`src/rtl/moore_seq_pkg.sv`:
```
// Shared definitions for the moore_seq step sequencer: width helper,
// direction encoding and default sizing.
package moore_seq_pkg;

  localparam int DEF_NUM_STATES = 4;
  localparam int DEF_STEP       = 5;

  typedef enum logic {
    DIR_UP   = 1'b0,
    DIR_DOWN = 1'b1
  } dir_e;

  // Bits needed to hold values 0..n-1, never less than one.
  function automatic int clog2(input int n);
    int r;
    r = 0;
    while ((1 << r) < n) r = r + 1;
    return (r < 1) ? 1 : r;
  endfunction

endpackage

```
`src/rtl/moore_seq_if.sv`:
```
// Control/status bundle between the sequencer and its user.
// master: drives controls, observes state; slave: the sequencer itself.
interface moore_seq_if #(
  parameter int SW = 2
);
  logic          en;
  logic          dir;
  logic          load;
  logic [SW-1:0] load_state;
  logic [SW-1:0] state;
  logic          term;
  logic          adv;
  logic          wrap;

  modport master (
    output en, dir, load, load_state,
    input  state, term, adv, wrap
  );

  modport slave (
    input  en, dir, load, load_state,
    output state, term, adv, wrap
  );
endinterface

```
`src/rtl/moore_seq_prescaler.sv`:
```
// Dwell prescaler: counts 0..STEP while enabled and emits tick on the
// cycle the count sits at STEP, wrapping back to zero on that edge.
module moore_seq_prescaler #(
  parameter int STEP  = 5,
  parameter int CNT_W = 5
) (
  input  logic clk,
  input  logic rst,
  input  logic en,
  input  logic clear,
  output logic tick
);

  logic [CNT_W-1:0] cnt;

  assign tick = en && (cnt == CNT_W'(STEP));

  // Count register; clear wins over counting, disable freezes the count.
  always_ff @(posedge clk) begin
    if (rst)        cnt <= '0;
    else if (clear) cnt <= '0;
    else if (en)    cnt <= tick ? '0 : cnt + CNT_W'(1);
  end

endmodule

```
`src/rtl/moore_seq.sv`:
```
// Moore step sequencer: walks state through 0..NUM_STATES-1, dwelling
// STEP+1 enabled cycles per state, with load and direction control.
// Optional feature: define MOORE_SEQ_PINGPONG_EN to make the sequence
// bounce between the end states instead of wrapping modulo NUM_STATES.
module moore_seq
  import moore_seq_pkg::*;
#(
  parameter int NUM_STATES = DEF_NUM_STATES,
  parameter int STEP       = DEF_STEP,
  parameter int CNT_W      = 5,
  parameter int SW         = clog2(NUM_STATES)
) (
  input  logic        clk,
  input  logic        rst,
  moore_seq_if.slave  bus
);

  localparam logic [SW-1:0] LAST = SW'(NUM_STATES - 1);

  logic          tick;
  logic [SW-1:0] state_q, state_d;
  logic          adv_q, adv_d;
  logic          wrap_q, wrap_d;
  logic          load_ok;

  moore_seq_prescaler #(
    .STEP  (STEP),
    .CNT_W (CNT_W)
  ) u_pre (
    .clk   (clk),
    .rst   (rst),
    .en    (bus.en),
    .clear (bus.load),
    .tick  (tick)
  );

  // Out-of-range load values fall back to state 0.
  assign load_ok = int'(bus.load_state) < NUM_STATES;

`ifdef MOORE_SEQ_PINGPONG_EN
  dir_e          dir_q, dir_d;
  logic          going_up;
  logic [SW-1:0] nxt;

  // Bounce target: turn around at either end, even if a load parked us
  // at the top while still heading up.
  always_comb begin
    going_up = (dir_q == DIR_UP) ? (state_q != LAST) : (state_q == '0);
    nxt      = going_up ? state_q + SW'(1) : state_q - SW'(1);
  end

  // Next state, turn direction and pulses.
  always_comb begin
    state_d = state_q;
    adv_d   = 1'b0;
    wrap_d  = 1'b0;
    dir_d   = dir_q;
    if (bus.load) begin
      state_d = load_ok ? bus.load_state : '0;
      dir_d   = DIR_UP;
    end else if (tick) begin
      state_d = nxt;
      adv_d   = 1'b1;
      wrap_d  = (nxt == LAST) || (nxt == '0);
      if (nxt == LAST)    dir_d = DIR_DOWN;
      else if (nxt == '0) dir_d = DIR_UP;
      else                dir_d = going_up ? DIR_UP : DIR_DOWN;
    end
  end

  // Direction register for the bounce.
  always_ff @(posedge clk) begin
    if (rst) dir_q <= DIR_UP;
    else     dir_q <= dir_d;
  end
`else
  // Next state and pulses; direction taken live from the dir input.
  always_comb begin
    state_d = state_q;
    adv_d   = 1'b0;
    wrap_d  = 1'b0;
    if (bus.load) begin
      state_d = load_ok ? bus.load_state : '0;
    end else if (tick) begin
      adv_d = 1'b1;
      if (bus.dir == DIR_UP) begin
        wrap_d  = (state_q == LAST);
        state_d = (state_q == LAST) ? '0 : state_q + SW'(1);
      end else begin
        wrap_d  = (state_q == '0);
        state_d = (state_q == '0) ? LAST : state_q - SW'(1);
      end
    end
  end
`endif

  // State and pulse registers; pulses line up with the new state.
  always_ff @(posedge clk) begin
    if (rst) begin
      state_q <= '0;
      adv_q   <= 1'b0;
      wrap_q  <= 1'b0;
    end else begin
      state_q <= state_d;
      adv_q   <= adv_d;
      wrap_q  <= wrap_d;
    end
  end

  assign bus.state = state_q;
  assign bus.term  = (state_q == LAST);
  assign bus.adv   = adv_q;
  assign bus.wrap  = wrap_q;

endmodule
```
`src/flat_wrapper.sv`:
```
// flat-port wrapper written by rule: the top's interface ports become plain ports
module moore_seq_flat import moore_seq_pkg::*;
#(
  parameter int NUM_STATES = DEF_NUM_STATES,
  parameter int STEP       = DEF_STEP,
  parameter int CNT_W      = 5,
  parameter int SW         = clog2(NUM_STATES)
)
  (clk, rst, bus_en, bus_dir, bus_load, bus_load_state, bus_state, bus_term, bus_adv, bus_wrap);
  moore_seq_if #(.SW(SW)) bus_i ();
  input  logic clk;
  input  logic rst;
  input wire logic [$bits(bus_i.en)-1:0] bus_en;
  input wire logic [$bits(bus_i.dir)-1:0] bus_dir;
  input wire logic [$bits(bus_i.load)-1:0] bus_load;
  input wire logic [$bits(bus_i.load_state)-1:0] bus_load_state;
  output wire logic [$bits(bus_i.state)-1:0] bus_state;
  output wire logic [$bits(bus_i.term)-1:0] bus_term;
  output wire logic [$bits(bus_i.adv)-1:0] bus_adv;
  output wire logic [$bits(bus_i.wrap)-1:0] bus_wrap;
  assign bus_i.en = bus_en;
  assign bus_i.dir = bus_dir;
  assign bus_i.load = bus_load;
  assign bus_i.load_state = bus_load_state;
  assign bus_state = bus_i.state;
  assign bus_term = bus_i.term;
  assign bus_adv = bus_i.adv;
  assign bus_wrap = bus_i.wrap;
  moore_seq #(.NUM_STATES(NUM_STATES), .STEP(STEP), .CNT_W(CNT_W), .SW(SW)) u_core (.clk(clk), .rst(rst), .bus(bus_i));
endmodule
```
`config.mk`:
```
export PLATFORM = sky130hd
export DESIGN_NAME = moore_seq_flat
export DESIGN_NICKNAME = d
export VERILOG_FILES = /design/src/rtl/moore_seq_pkg.sv /design/src/rtl/moore_seq_if.sv /design/src/rtl/moore_seq_prescaler.sv /design/src/rtl/moore_seq.sv /design/src/flat_wrapper.sv
export SDC_FILE = /design/constraint.sdc
export NUM_CORES = 1
export LEC_CHECK = 0
export ABC_CLOCK_PERIOD_IN_PS = 2200
export BUFFER_PORTS_ARGS = -buffer_cell sky130_fd_sc_hd__buf_2
export CORE_AREA = 2 2 39 41
export DETAILED_ROUTE_END_ITERATION = 12
export DIE_AREA = 0 0 41 43
export GPL_TIMING_DRIVEN = 0
export SLEW_MARGIN = 15
export SYNTH_ARGS = -nofsm -noshare
export SYNTH_HDL_FRONTEND = slang
export SYNTH_SLANG_ARGS = --single-unit
```
`constraint.sdc`:
```
create_clock -name clk -period 2.2 [get_ports clk]
set_input_delay 0.11 -clock clk [delete_from_list [all_inputs] [get_ports clk]]
set_output_delay 0.11 -clock clk [all_outputs]
set_load 0.02 [all_outputs]
```
==> summary.md <==
| Metric | Value |
|---|---|
| Placer Congestion | 0.689 |
| Crit path kind | flip-flop to flip-flop |
| Drt drc | 0 |
| Synth warn | 0 |
| Final WL | 992 um |
| Clk pin slew, worst setup/hold paths | 0.07 ns |
| Normalized max-slew margin | 72.2% |
| DR vias/cell | 5.15 |
| Fin. Hold Viols | 0 |
| Slew Viols, Final | 0 |
| DR iter-0 viols | 5 |
| Largest net degree at the start of global routing | 10 |
| CP Launch Type | flip-flop |
| Fmax | 670 MHz |
| Req. time, crit path | 2.34 ns |
| Cts repair resizes | 0 |
| Critical path peak fanout | 6 |
| Die X | 41 um |
| TritonRoute pass-1 iters | 4 |
| CTS tree | built |
| Max Root-Sink Buffers | 2 |
| Via count | 433 |
| Initial Util | 35.6% |
| Dpl cells | 80 |
| Worst EP arrival | 1.63 ns |
| CTS HTree Levels | 1 |
| Final setup violation count | 0 |
| Sequential area share after synthesis | 36.5% |
| Syn Std Cell Area | 493 um^2 |
| Final period util | 67.8% |
| DP Area | 568 um^2 |
| Status | finished clean |
| Setup bufs post-CTS | 0 |
| Setup tns final | 0 ns |
| Total gr overflow | 0 |
| Pwr per Cell Area | 572 nW/um^2 |
| Die H | 43 um |
| Reg-to-reg setup timing slack | 0.71 ns |
| HP Class | input pin to flip-flop |
| Worst path max stage delay | 0.40 ns |
| Core area | 1380 um^2 |
| Full die area | 1760 um^2 |
| Setup crit end kind | flip-flop |
| Area Growth Syn to Fin | 20.6% |
| Seq cells post-synth | 9 |
| Top Family by Delay on Critical Path | flip-flops |
| Initial antenna violation count | 0 |
| Top sig layer | met3 |
| Final instance area | 594 um^2 |
| Fraction of layout cells with a size suffix above 1 | 26.5% |
| Max_cap viols | 0 |
| PortBufs | 11 |
| WL/cell | 11.8 um |
| Worst path slowest cell | dfxtp_1 |
| # clock sinks | 9 |
| Routed length on met3 | 72 um |
| Syn Nets | 64 |
| Critical-path cell list | ha_1 -> or3b_1 -> o211ai_1 -> a21oi_1 |
| Worst Skew | 0.00507 ns |
| Final #Nets | 80 |
| # diodes | 0 |
| WL met1 | 411 um |
| Non-Filler Instances | 84 |
| Num ports | 12 |
| Hold-fix buffers, CTS | 0 |
| Antenna Violating Nets Remaining | 0 |
| Tot GR Track Use | 13.6% |
| Clk Latency, worst-skew pair | 0.26 ns |
| Crit path time final | 1.49 ns |
| First-pass GRT wire length | 1.62 mm |
| RSZ-0062 raised after global routing | no |
| Max IR drop VDD | 0.390 mV |
| Syn Area/Cell | 9.30 um^2 |
| WL met2 | 508 um |
| Synthesized instance count | 53 |
| Cell variety after synth | 24 |
| Slew @ Worst Pin | 0.417 ns |
| Post-Place Setup Slack | 0.715 ns |
| # rows | 14 |
| Setup ws final | 0.708 ns |
| DP Wirelength | 746 um |
| Root buffer cell | clkbuf_4 |
| Number of global-route vias before repair | 405 |
| Buffers plus inverters on the worst setup path | 0 |
| CTS Buf Count | 3 |
| Leak | 0.240 nW |
==> where the power goes <==
group	switching [mW]	total [mW]	internal, mW
Sequential	0.00334	0.170	0.166
Combinational	0.0218	0.0397	0.0179
Clock	0.0606	0.131	0.0700
Total	0.0858	0.340	0.254
==> metrics by stage <==
stage	utilization (%)	total power, mW	hold slack [ns]
after floorplan	-	0.197	0.256
after global placement	41.0	0.212	0.376
after detailed placement	41.0	0.213	0.375
after CTS	42.9	0.345	0.102
after global routing	42.9	0.358	0.131
final	42.9	0.340	0.102
==> path summary, 6_finish.rpt <==
kind | cells after the start | end | startpoint
setup / recovery | 4 | u_core.u_pre.cnt[1]$_SDFFE_PP0P_ | u_core.u_pre.cnt[0]$_SDFFE_PP0P_
hold reg to reg | 2 | u_core.u_pre.cnt[1]$_SDFFE_PP0P_ | u_core.u_pre.cnt[1]$_SDFFE_PP0P_
hold / removal | 3 | u_core.bus.state[1]$_SDFFE_PP0P_ | bus_load_state[1]
setup reg to reg | 4 | u_core.u_pre.cnt[1]$_SDFFE_PP0P_ | u_core.u_pre.cnt[0]$_SDFFE_PP0P_
==> flip-flops by register name, summed over array words and instances (netlist names) <==
register,count
u_core.bus.wrap,1
u_core.bus.state,2
u_core.u_pre.cnt,5
u_core.bus.adv,1
==> layer usage <==
metal / up-vias / global-route usage, %
met4: 0 / 0
met3: 0 / 7.85
met1: 200 / 14.2
li1: 220 / -
met2: 13 / 23.8
met5: - / 0
==> area by class of cell <==
| class | count | area, um^2 |
|---|---|---|
| buffer | 1 | 3.75 |
| tap | 16 | 20.0 |
| multi-input combinational | 37 | 287 |
| sequential | 9 | 180 |
| fill | 136 | 790 |
| inverter | 6 | 22.5 |
| timing repair buffer | 11 | 55.1 |
| clock buffer | 4 | 26.3 |
==> cells in the mapped netlist <==
| cell | instances | share of area (%) |
|---|---|---|
| nand2b_1 | 3 | 3.8 |
| inv_1 | 6 | 4.6 |
| xor2_1 | 2 | 3.6 |
| dfxtp_1 | 9 | 37 |
| or2_2 | 1 | 1.3 |
| o311ai_1 | 1 | 1.8 |
| nand2_2 | 1 | 1.3 |
| clkbuf_1 | 1 | 0.76 |
| and2_1 | 1 | 1.3 |
| a21oi_1 | 2 | 2.0 |
| nand4_1 | 3 | 3.8 |
| o221ai_1 | 1 | 1.8 |
| nand2_1 | 3 | 2.3 |
| or3b_1 | 1 | 1.8 |
| o211ai_1 | 2 | 3.0 |
| ha_1 | 4 | 10 |
| nand3b_1 | 1 | 1.5 |
| and4bb_4 | 1 | 3.3 |
| nor2_1 | 1 | 0.76 |
| xnor2_1 | 2 | 3.6 |
| nor3_1 | 3 | 3.0 |
| a2111o_1 | 2 | 4.6 |
| a211oi_1 | 1 | 1.5 |
| a21bo_2 | 1 | 2.0 |
==> cells in the final DEF, fill, tap and decap left out <==
master     n
xnor2_1    2
clkbuf_1   2
nand2_2    1
or3b_1     1
xor2_1     2
a211oi_1   1
buf_2     11
nand4_1    3
dfxtp_1    9
o311ai_1   1
ha_1       4
nand3b_1   1
nand2_1    3
o221ai_1   1
or2_2      1
nor2_1     1
o211ai_1   2
inv_1      6
and4bb_4   1
nor3_1     3
a2111o_1   2
and2_1     1
a21bo_2    1
a21oi_1    2
nand2b_1   3
clkbuf_4   3
==> kinds of logic after synthesis <==
group	count (synthesis)	synth area share, %
and+or+nand+nor	19	24.1
AOI/OAI and AO/OA	10	16.8
DFF	9	36.5
buffers and inverters	7	5.33
xor gates and xnor gates	4	7.11
adders and majority gates	4	10.2
==> tightest hold or removal path: cells and delay by family <==
| family | cells | cell delay [ns] |
|---|---|---|
| AO/OA/AOI/OAI | 1 | 0.08 |
| AND/OR/NAND/NOR | 1 | 0.07 |
| buffers and inverters | 1 | 0.08 |
(Power assumes the default switching activity.)
